[src/rtl/sfp_acc_ctrl.sv]
// Sequencer feeding one SFP column: reads the kij partial sums of each output
// pixel from psum memory, strobes them into the SFP, and writes the ReLU result out.
module sfp_acc_ctrl #(
  parameter int psum_bw = 16,
  parameter int kij     = 9,
  parameter int num_out = 16,
  parameter int psum_aw = $clog2(kij*num_out),
  parameter int out_aw  = $clog2(num_out)
) (
  input  logic                      clk,
  input  logic                      reset,
  input  logic                      start,
  output logic                      busy,
  output logic                      done,
  output logic                      psum_ren,
  output logic [psum_aw-1:0]        psum_addr,
  input  logic signed [psum_bw-1:0] psum_rdata,
  output logic                      sfp_acc,
  output logic                      sfp_clr,
  output logic signed [psum_bw-1:0] sfp_data_in,
  input  logic signed [psum_bw-1:0] sfp_data_out,
  output logic                      out_wen,
  output logic [out_aw-1:0]         out_addr,
  output logic signed [psum_bw-1:0] out_wdata
);

  localparam int K_W = (kij > 1) ? $clog2(kij) : 1;
  localparam logic [K_W-1:0]     K_LAST = K_W'(kij - 1);
  localparam logic [K_W-1:0]     K_ONE  = K_W'(1);
  localparam logic [out_aw-1:0]  O_LAST = out_aw'(num_out - 1);
  localparam logic [out_aw-1:0]  O_ONE  = out_aw'(1);
  localparam logic [psum_aw-1:0] STRIDE = psum_aw'(num_out);
  localparam logic [psum_aw-1:0] A_ONE  = psum_aw'(1);

  typedef enum logic [2:0] {
    S_IDLE,
    S_CLR,
    S_READ,
    S_DRAIN,
    S_WRITE,
    S_DONE
  } state_t;

  state_t              state, state_nxt;
  logic [out_aw-1:0]   pix;
  logic [K_W-1:0]      k;
  logic [psum_aw-1:0]  addr;
  logic                vld_p1;

  always_ff @(posedge clk or negedge reset) begin
    if (!reset) begin
      state  <= S_IDLE;
      pix    <= '0;
      k      <= '0;
      addr   <= '0;
      vld_p1 <= 1'b0;
    end else begin
      state  <= state_nxt;
      vld_p1 <= psum_ren;
      case (state)
        S_IDLE: begin
          if (start) begin
            pix  <= '0;
            k    <= '0;
            addr <= '0;
          end
        end
        S_READ: begin
          // Running base walks the kij-major layout without a multiplier.
          if (k == K_LAST) begin
            k <= '0;
          end else begin
            k    <= k + K_ONE;
            addr <= addr + STRIDE;
          end
        end
        S_WRITE: begin
          if (pix != O_LAST) begin
            pix  <= pix + O_ONE;
            addr <= psum_aw'(pix) + A_ONE;
          end
        end
        default: ;
      endcase
    end
  end

  always_comb begin
    state_nxt = state;
    busy      = 1'b0;
    done      = 1'b0;
    psum_ren  = 1'b0;
    sfp_clr   = 1'b0;
    out_wen   = 1'b0;
    case (state)
      S_IDLE: begin
        if (start) state_nxt = S_CLR;
      end
      S_CLR: begin
        busy      = 1'b1;
        sfp_clr   = 1'b1;
        state_nxt = S_READ;
      end
      S_READ: begin
        busy     = 1'b1;
        psum_ren = 1'b1;
        if (k == K_LAST) state_nxt = S_DRAIN;
      end
      S_DRAIN: begin
        busy      = 1'b1;
        state_nxt = S_WRITE;
      end
      S_WRITE: begin
        // Clear rides along with the write so the next pixel starts from zero.
        busy      = 1'b1;
        out_wen   = 1'b1;
        sfp_clr   = 1'b1;
        state_nxt = (pix == O_LAST) ? S_DONE : S_READ;
      end
      S_DONE: begin
        done      = 1'b1;
        state_nxt = S_IDLE;
      end
      default: state_nxt = S_IDLE;
    endcase
  end

  // Stage p1: read data returns one cycle after the read, tagged by vld_p1.
  assign sfp_acc     = vld_p1;
  assign sfp_data_in = psum_rdata;
  assign psum_addr   = addr;
  assign out_addr    = pix;
  assign out_wdata   = sfp_data_out;

endmodule

[config.mk]
export PLATFORM = sky130hd
export DESIGN_NAME = sfp_acc_ctrl
export DESIGN_NICKNAME = d
export VERILOG_FILES = /design/src/rtl/sfp_acc_ctrl.sv
export SDC_FILE = /design/constraint.sdc
export NUM_CORES = 1
export LEC_CHECK = 0
export BUFFER_PORTS_ARGS = -buffer_cell sky130_fd_sc_hd__buf_2
export CORE_UTILIZATION = 43
export CTS_BUF_LIST = sky130_fd_sc_hd__clkbuf_4
export DETAILED_ROUTE_END_ITERATION = 8
export GPL_TIMING_DRIVEN = 0
export PLACE_DENSITY = 0.84
export SLEW_MARGIN = 20
export SYNTH_ARGS = -nofsm -noshare
export SYNTH_HDL_FRONTEND = slang
export SYNTH_SLANG_ARGS = --single-unit
[constraint.sdc]
create_clock -name clk -period 1.8 [get_ports clk]
set_input_delay 0.09 -clock clk [delete_from_list [all_inputs] [get_ports clk]]
set_output_delay 0.09 -clock clk [all_outputs]
set_load 0.02 [all_outputs]
## After elaboration in Yosys (flattened, before gate mapping)

Index checks and enable logic that the tools add are counted.

| cells by class | value |
|---|---|
| $add $sub $neg | 4 |
| equal/unequal tests | 12 |
| muxes and demuxes | 18 |
| reductions and logical operators | 10 |

Operators by type and width:

| kind | number |
|---|---|
| $mux W8 | 3 |
| $pmux W8 S3 | 1 |
| $pmux W4 S2 | 2 |
| $pmux W3 S5 | 1 |
| $mux W4 | 3 |
| $mux W3 | 3 |
| $add A4 B1 Y4 const B | 2 |
| $add A8 B5 Y8 const B | 1 |
| $eq A4 B4 Y1 const B | 2 |
| $ne A2 B2 Y1 const B | 4 |
| $eq A3 B2 Y1 const B | 2 |
| $eq A3 B3 Y1 const B | 2 |
| $add A4 B1 Y5 const B | 1 |
| $mux W1 | 5 |
| $ne A4 B4 Y1 const B | 1 |
| $reduce_and A2 Y1 | 2 |
| $reduce_and A4 Y1 | 1 |
| $reduce_bool A2 Y1 | 2 |
| $reduce_or A4 Y1 | 1 |
| $eq A3 B1 Y1 const B | 1 |
| $logic_not A3 Y1 | 1 |
| $reduce_and A3 Y1 | 1 |
| $reduce_bool A3 Y1 | 1 |
| $reduce_or A2 Y1 | 1 |

| storage, ports and cells | value |
|---|---|
| register bits | 20 |
| output and inout port bits | 50 |
| logic and storage cells | 49 |

## Logic depth before layout (Yosys ltp)

Gate-level depths: netlist of the first run.

| logic depth | value |
|---|---|
| depth after elaboration | 3 |
| mapped depth | 7 |
| depth with buffers taken out | 6 |

## Worst setup path after synthesis of the first run

Ideal clock, no wire load.

| timing | value |
|---|---|
| path kind | register to register |
| start | register pix[0] (netlist: out_addr[0]) |
| end | register addr[5] (netlist: psum_addr[5]) |
| library setup time | 0.125 ns |
| data arrival time | 1.521 ns |
| setup slack | 0.154 ns |
| stages on the path, launching flop included | 6 |
| buffers on the path | 0 |
| cells stage by stage | dfrtp_1 -> ha_1 -> nand3_1 -> o21ai_0 -> nor2_1 -> mux2_2 |

| on the way | value |
|---|---|
| word-level cells in the longest chain between the ends | 3 |

RTL lines:

| item | RTL line | RTL |
|---|---|---|
| start: declaration | 45 | `logic [out_aw-1:0] pix;` |
| start signal: assignment | 79 | `pix <= pix + O_ONE;` |
| $ne A4 B4 Y1 | 78 | `if (pix != O_LAST) begin` |
| $ne A2 B2 Y1 (no source line) | n/a |  |
| $reduce_and A4 Y1 (no source line) | n/a |  |
| end signal: assignment | 74 | `addr <= addr + STRIDE;` |
| end signal: assignment | 80 | `addr <= psum_aw'(pix) + A_ONE;` |
| end: declaration | 47 | `logic [psum_aw-1:0] addr;` |

Every way passes these cells.
A chain may end at the register's enable or synchronous reset.

## Worst setup path after layout of the first run

| timing | value |
|---|---|
| start | register state[0] |
| end | output out_wen |

| on the way | value |
|---|---|
| word-level cells in the longest chain between the ends | 2 |

RTL lines:

| item | RTL line | RTL |
|---|---|---|
| start: declaration | 44 | `state_t state, state_nxt;` |
| start signal: assignment | 58 | `state <= state_nxt;` |
| $eq A3 B3 Y1 | 95 | `case (state)` |
| $mux W1 | 95 |  |
| end: declaration | 22 | `output logic out_wen,` |

Every way passes these cells.

==> flow_summary.json, run 1 <==
{
  "dieArea_um2": 3240,
  "die_x_um": 56.9,
  "wl_per_cell_um": 11.1,
  "worst_pin_slew_ns": 0.514,
  "worstPathArrival_ns": 1.62,
  "grt_pass1_wl_mm": 3.97,
  "synth.avg_cell_area_um2": 9.68,
  "hp-class": "in2async",
  "cts_buffer_depth": 2,
  "failed_checks": "DRC",
  "htree_num_levels": 1,
  "insertion_delay_ns": 0.31,
  "critPathLaunch": "state[0]",
  "synth_cell_types": 34,
  "status": "finished, violations left",
  "ioPinCount": 85,
  "tns_ns": 0,
  "r2r-start": "k[1]",
  "p_leak_nw": 0.954,
  "finalWeightedCongestion": 0.779,
  "syn_area_um2": 1300,
  "syn-num-nets": 173,
  "period_share_pct": 95.0,
  "synthAdderAreaFrac_pct": 3.86,
  "die_y_um": 56.9,
  "fillers": 239,
  "rsz0062_at_grt": "no",
  "cp-end-kind": "output pin",
  "synth-main-ff-cell": "dfrtp_1",
  "yosysSeqAreaShare_pct": 38.6,
  "layout_min_cycle_time_ns": 1.71,
  "skew_ns": 0.00222,
  "grt_pass1_vias": 945,
  "ys_ff_latch": 20,
  "start_kind": "flip-flop",
  "crit_type": "reg2out",
  "power_density_nw_per_um2": 1360,
  "core_area_um2": 2810,
  "synth_top_area_cell": "dfrtp_1",
  "port_buffers": 52,
  "cts.sink_count": 20,
  "finalMaxSlewViolations": 0,
  "drive_gt1_share_pct": 51.8,
  "async_flop_share_pct": 100,
  "synthMuxAreaShare_pct": 2.41,
  "utilization_pct": 59.9,
  "antenna_found_initial": 0,
  "grt_start_max_net_pins": 21,
  "synth-compound-area-share_pct": 13.0,
  "drc": 14,
  "nets": 233,
  "wirelength_mm": 2.48,
  "netlist_instances": 134,
  "ant_nets": 0,
  "synth_edf_count": 0,
  "cap_violations": 0,
  "firstDrtPassIters": 6,
  "synth_top_family_by_area": "buffers and inverters",
  "hold_viol_final": 0,
  "yosysMostFrequentCell": "buf_4",
  "synthSimpleGateAreaFrac_pct": 16.0,
  "floorplan.rows": 19,
  "initial_core_util_pct": 46.3,
  "synth_area_leaders": "dfrtp_1, buf_4, ha_1",
  "synthTopCellsByCount": "buf_4, dfrtp_1, o21ai_0",
  "cts_tree": "yes",
  "numCtsBuffers": 3,
  "synthXorXnorAreaFrac_pct": 4.05,
  "setup-violations-final": 0,
  "cts-root-buf": "clkbuf_4",
  "synth_warnings": 0,
  "cp_max_fo": 8,
  "grtUsageTotal_pct": 15.7,
  "path_clk_slew_ns": 0.12,
  "critPathRequiredTime_ns": 1.71,
  "antenna_cells": 0,
  "dp_hpwl_mm": 1.82,
  "vias_per_cell": 4.87,
  "vdd_ir_drop_max_v": 0.000663,
  "grt_overflow": 0,
  "drt_iter0_markers": 29,
  "fmax_mhz": 585,
  "syn2layout_area_growth_pct": 29.4,
  "synth_top_area_share_pct": 38.6,
  "relSlewSlack_pct": 65.4,
  "vias": 1091
}
[cell type report]
cell class / instances / area [um^2] / area share, %
Multi-Input combinational cell: 74 / 515 / 30.7
Clock inverter: 1 / 30.0 / 1.79
Tap cell: 31 / 38.8 / 2.31
Inverter: 4 / 20.0 / 1.19
Clock buffer: 3 / 22.5 / 1.34
Timing Repair Buffer: 55 / 285 / 17.0
Buffer: 36 / 267 / 15.9
Sequential cell: 20 / 500 / 29.8
[sequential cells by signal (all words and copies together) (netlist names)]
name	flops
out_addr	4
k	4
state	3
psum_addr	8
sfp_acc	1
[routing by layer]
layer / wire (um) / share of wire, % / vias to the layer above / track usage [%]
met3: 198 / 8.0 / 5 / 2.04
met4: 41 / 1.7 / 0 / 7.67
li1: - / - / 538 / -
met1: 1100 / 44 / 486 / 20.6
met5: 0 / 0 / - / 0
met2: 1140 / 46 / 62 / 25.9
[cell families after synthesis]
group                    after synthesis
multiplexers                           3
XOR/XNOR                               6
AND/OR/NAND/NOR                       37
flip-flops                            20
adder cells (fa/ha/maj)                4
buffers and inverters                 40
AO/OA/AOI/OAI                         24
[cell usage in the layout (no fill, tap or decap), types with 2 or more instances in the layout]
cell      instances
buf_2            55
buf_4            34
dfrtp_1          20
nor2_1            9
o21ai_0           9
nand2_1           7
xnor2_1           4
nand2b_1          4
nand3_1           4
ha_1              4
inv_1             3
and3_1            3
a22o_1            3
a21o_1            3
clkbuf_4          3
o21ai_1           2
o211ai_1          2
xor2_1            2
nor3b_1           2
mux2i_1           2
[critical path, cell delays in order, from the launching register on]
cell      delay, ns
dfrtp_1        0.37
buf_2          0.17
or3b_1         0.37
buf_2          0.17
clkinv_4       0.07
buf_2          0.16
[worst paths after layout]
check / end / slack (ns) / cells past startpoint
worst min register to register: psum_addr[0] / 0.49 / 2
worst max register to register: psum_addr[5] / 0.10 / 6
worst min-delay path: psum_addr[0] / 0.25 / 2
max in group asynchronous: psum_addr[4] / 1.24 / 2
min in group clk: k[3] / 0.27 / 4
worst max-delay path: out_wen / 0.09 / 5
[what timing repair did]
action	in CTS	in global routing
endpoints found under the hold margin	20	0
hold buffers	1	0
buffers inserted	0	2
resized for setup	0	2
endpoints found under the setup margin	0	2
[stage by stage]
step	std cells	hold WS, ns	total power, W	area [um^2]	setup WS, ns
after floorplan	134	-0.206	0.00158	1300	0.154
after global placement	217	0.0571	0.00186	1600	0.118
after detailed placement	217	0.0662	0.00188	1600	0.0892
after CTS	222	0.250	0.00226	1660	0.0750
final	224	0.250	0.00228	1680	0.0900
after global routing	224	0.284	0.00246	1680	0.0000627
[power breakdown]
part,switching (W),internal (W),total [W]
combinational,0.000694,0.000509,0.00120
clock,0.000150,0.000225,0.000375
sequential,0.000104,0.000597,0.000701
total,0.000948,0.00133,0.00228
No activity file was read; power rests on OpenSTA's default activity.
==> run 2: changes to the inputs <==
==> constraint.sdc (replaced) <==
create_clock -name clk -period 1.8 [get_ports clk]
set_input_delay 0.54 -clock clk [delete_from_list [all_inputs] [get_ports clk]]
set_output_delay 0.54 -clock clk [all_outputs]
set_load 0.02 [all_outputs]
==> run 2 against run 1 <==
Against the previous run:
- worst hold slack worse by 0.10 ns
- critical endpoint unchanged
- cell count up 4.0%
- flip-flop and latch count unchanged
- via count up 6.2%
- largest power group unchanged
- worst setup slack worse by 0.20 ns
- clock skew up 0.0084 ns
- combinational power up 30%
- utilization up 6.2 points
- global-route usage up 1.7 points
- first-iteration DRC count up 66%
- clock-buffer cell count unchanged
- the flow finishes with violations (DRC, setup timing)
==> flow_summary.json, run 2 (same netlist as run 1, synthesis figures left out) <==
{
  "path_clk_slew_ns": 0.13,
  "cp-end-kind": "output pin",
  "place_inst": 217,
  "vias": 1159,
  "finalWeightedCongestion": 0.779,
  "drc": 14,
  "cts_tree": "yes",
  "hold_viol_final": 0,
  "drt_iter0_markers": 48,
  "grt_start_max_net_pins": 21,
  "die_y_um": 56.9,
  "tns_ns": -0.446,
  "cp_max_fo": 4,
  "drive_gt1_share_pct": 59.9,
  "seq_power_share_pct": 27.7,
  "postCtsHoldBufs": 0,
  "p_int_w": 0.00159,
  "power_density_nw_per_um2": 1450,
  "start_kind": "flip-flop",
  "wirelength_mm": 2.94,
  "grt_overflow": 0,
  "pwr-share-comb_pct": 58.1,
  "relSlewSlack_pct": 66.3,
  "antenna_found_initial": 0,
  "critPathRequiredTime_ns": 1.26,
  "rsz0062_at_grt": "yes",
  "swShare_pct": 40.9,
  "finalMaxSlewViolations": 0,
  "p_leak_nw": 1.03,
  "die_x_um": 56.9,
  "reg2reg_slack_ns": -0.02,
  "initial_core_util_pct": 46.3,
  "hp-class": "in2async",
  "fin_ws_ns": -0.115,
  "worst_pin_slew_ns": 0.500,
  "dp_hpwl_mm": 1.82,
  "failed_checks": "DRC, setup timing",
  "ioPinCount": 85,
  "firstDrtPassIters": 6,
  "crit_type": "reg2out",
  "layout_common_cells": "buf_2, buf_4, dfrtp_1",
  "worstPathArrival_ns": 1.37,
  "power.switching_w": 0.00110,
  "layout_commonest_cell": "buf_2",
  "placed_cell_area_um2": 1600,
  "grtUsageTotal_pct": 17.5,
  "largest_reg_flops": 8,
  "antenna_cells": 0,
  "post-route-cell-area_um2": 1850,
  "ant_nets": 0,
  "cts-root-buf": "clkbuf_4",
  "setup-violations-final": 6,
  "fillers": 225,
  "cap_violations": 0,
  "wl_per_cell_um": 12.6,
  "layout_min_cycle_time_ns": 1.91,
  "htree_num_levels": 1,
  "skew_ns": 0.0107,
  "r2r-start": "state[1]",
  "vdd_ir_drop_max_v": 0.000731,
  "period_share_pct": 106,
  "core_area_um2": 2810,
  "floorplan.rows": 19,
  "r2r_cells": 7,
  "nets": 242,
  "p_clk_share_pct": 14.2,
  "cts.sink_count": 20,
  "grt_pass1_vias": 1002,
  "status": "finished, violations left",
  "insertion_delay_ns": 0.32,
  "dieArea_um2": 3240,
  "instances_no_fill": 233,
  "vias_per_cell": 4.97,
  "syn2layout_area_growth_pct": 42.9,
  "cts_buffer_depth": 2,
  "regToRegEndpoint": "psum_addr[2]",
  "fmax_mhz": 522,
  "numCtsBuffers": 3,
  "grt_pass1_wl_mm": 4.35,
  "port_buffers": 52
}
-- run 2: changes by cell type in the layout (fill, tap and decap cells not counted), sizes merged --
cell	before	now
dlygate4sd3	1	0
buf	90	99
a21boi	3	4
-- run 2: how the worst max path moves through the flow --
stage | start | to
after global routing | state[1] | busy
after global placement | state[0] | out_wen
after CTS | state[2] | out_wen
after floorplan | out_addr[0] | psum_addr[5]
final | state[0] | out_wen
after detailed placement | state[0] | out_wen
-- run 2: layout make-up --
cell class,count,area [um^2],area share [%]
plain buffers,33,251,13.6
multi-input cells,75,591,31.8
clock buffers,3,22.5,1.21
clock inverters,1,30.0,1.62
well taps,31,38.8,2.09
flip-flops and latches,20,503,27.1
repair buffers,66,398,21.5
inverters,4,20.0,1.08
-- run 2: worst max-delay path, stage by stage (launching register included) --
cell and delay, ns:
dfrtp_2 0.46, or3b_4 0.44, clkinv_4 0.06, buf_6 0.11
-- run 2: power groups by stage --
| stage | sequential [W] | combinational, W | clock (W) |
|---|---|---|---|
| 2_1_floorplan | 0.000808 | 0.000768 | 0 |
| 3_3_place_gp | 0.000710 | 0.00115 | 0 |
| 3_5_place_dp | 0.000715 | 0.00117 | 0 |
| 4_1_cts | 0.000736 | 0.00138 | 0.000382 |
| 5_1_grt | 0.000762 | 0.00170 | 0.000409 |
| 6_report | 0.000744 | 0.00156 | 0.000382 |
-- run 2: routing by layer --
layer	global-route usage, %	wire length, um	vias up
met1	22.9	1210	526
met3	2.27	240	4
met5	0	0	-
met2	29.1	1460	72
li1	-	-	557
met4	7.67	33	0
-- run 2: repair_timing --
| item | CTS | global route |
|---|---|---|
| pin swaps | 5 | 8 |
| cloned | 0 | 1 |
| buffers inserted | 9 | 6 |
| gates resized for setup | 18 | 12 |
| setup endpoints to repair | 4 | 7 |
-- run 2: through the flow --
stage	setup slack, ns	hold slack [ns]	power, W	utilization [%]
after global routing	-0.174	0.167	0.00287	66.1
after CTS	-0.177	0.163	0.00250	63.1
final	-0.115	0.146	0.00269	66.1
after global placement	-0.00743	0.459	0.00186	56.9
after floorplan	0.154	0.244	0.00158	-
after detailed placement	-0.00889	0.471	0.00188	56.9
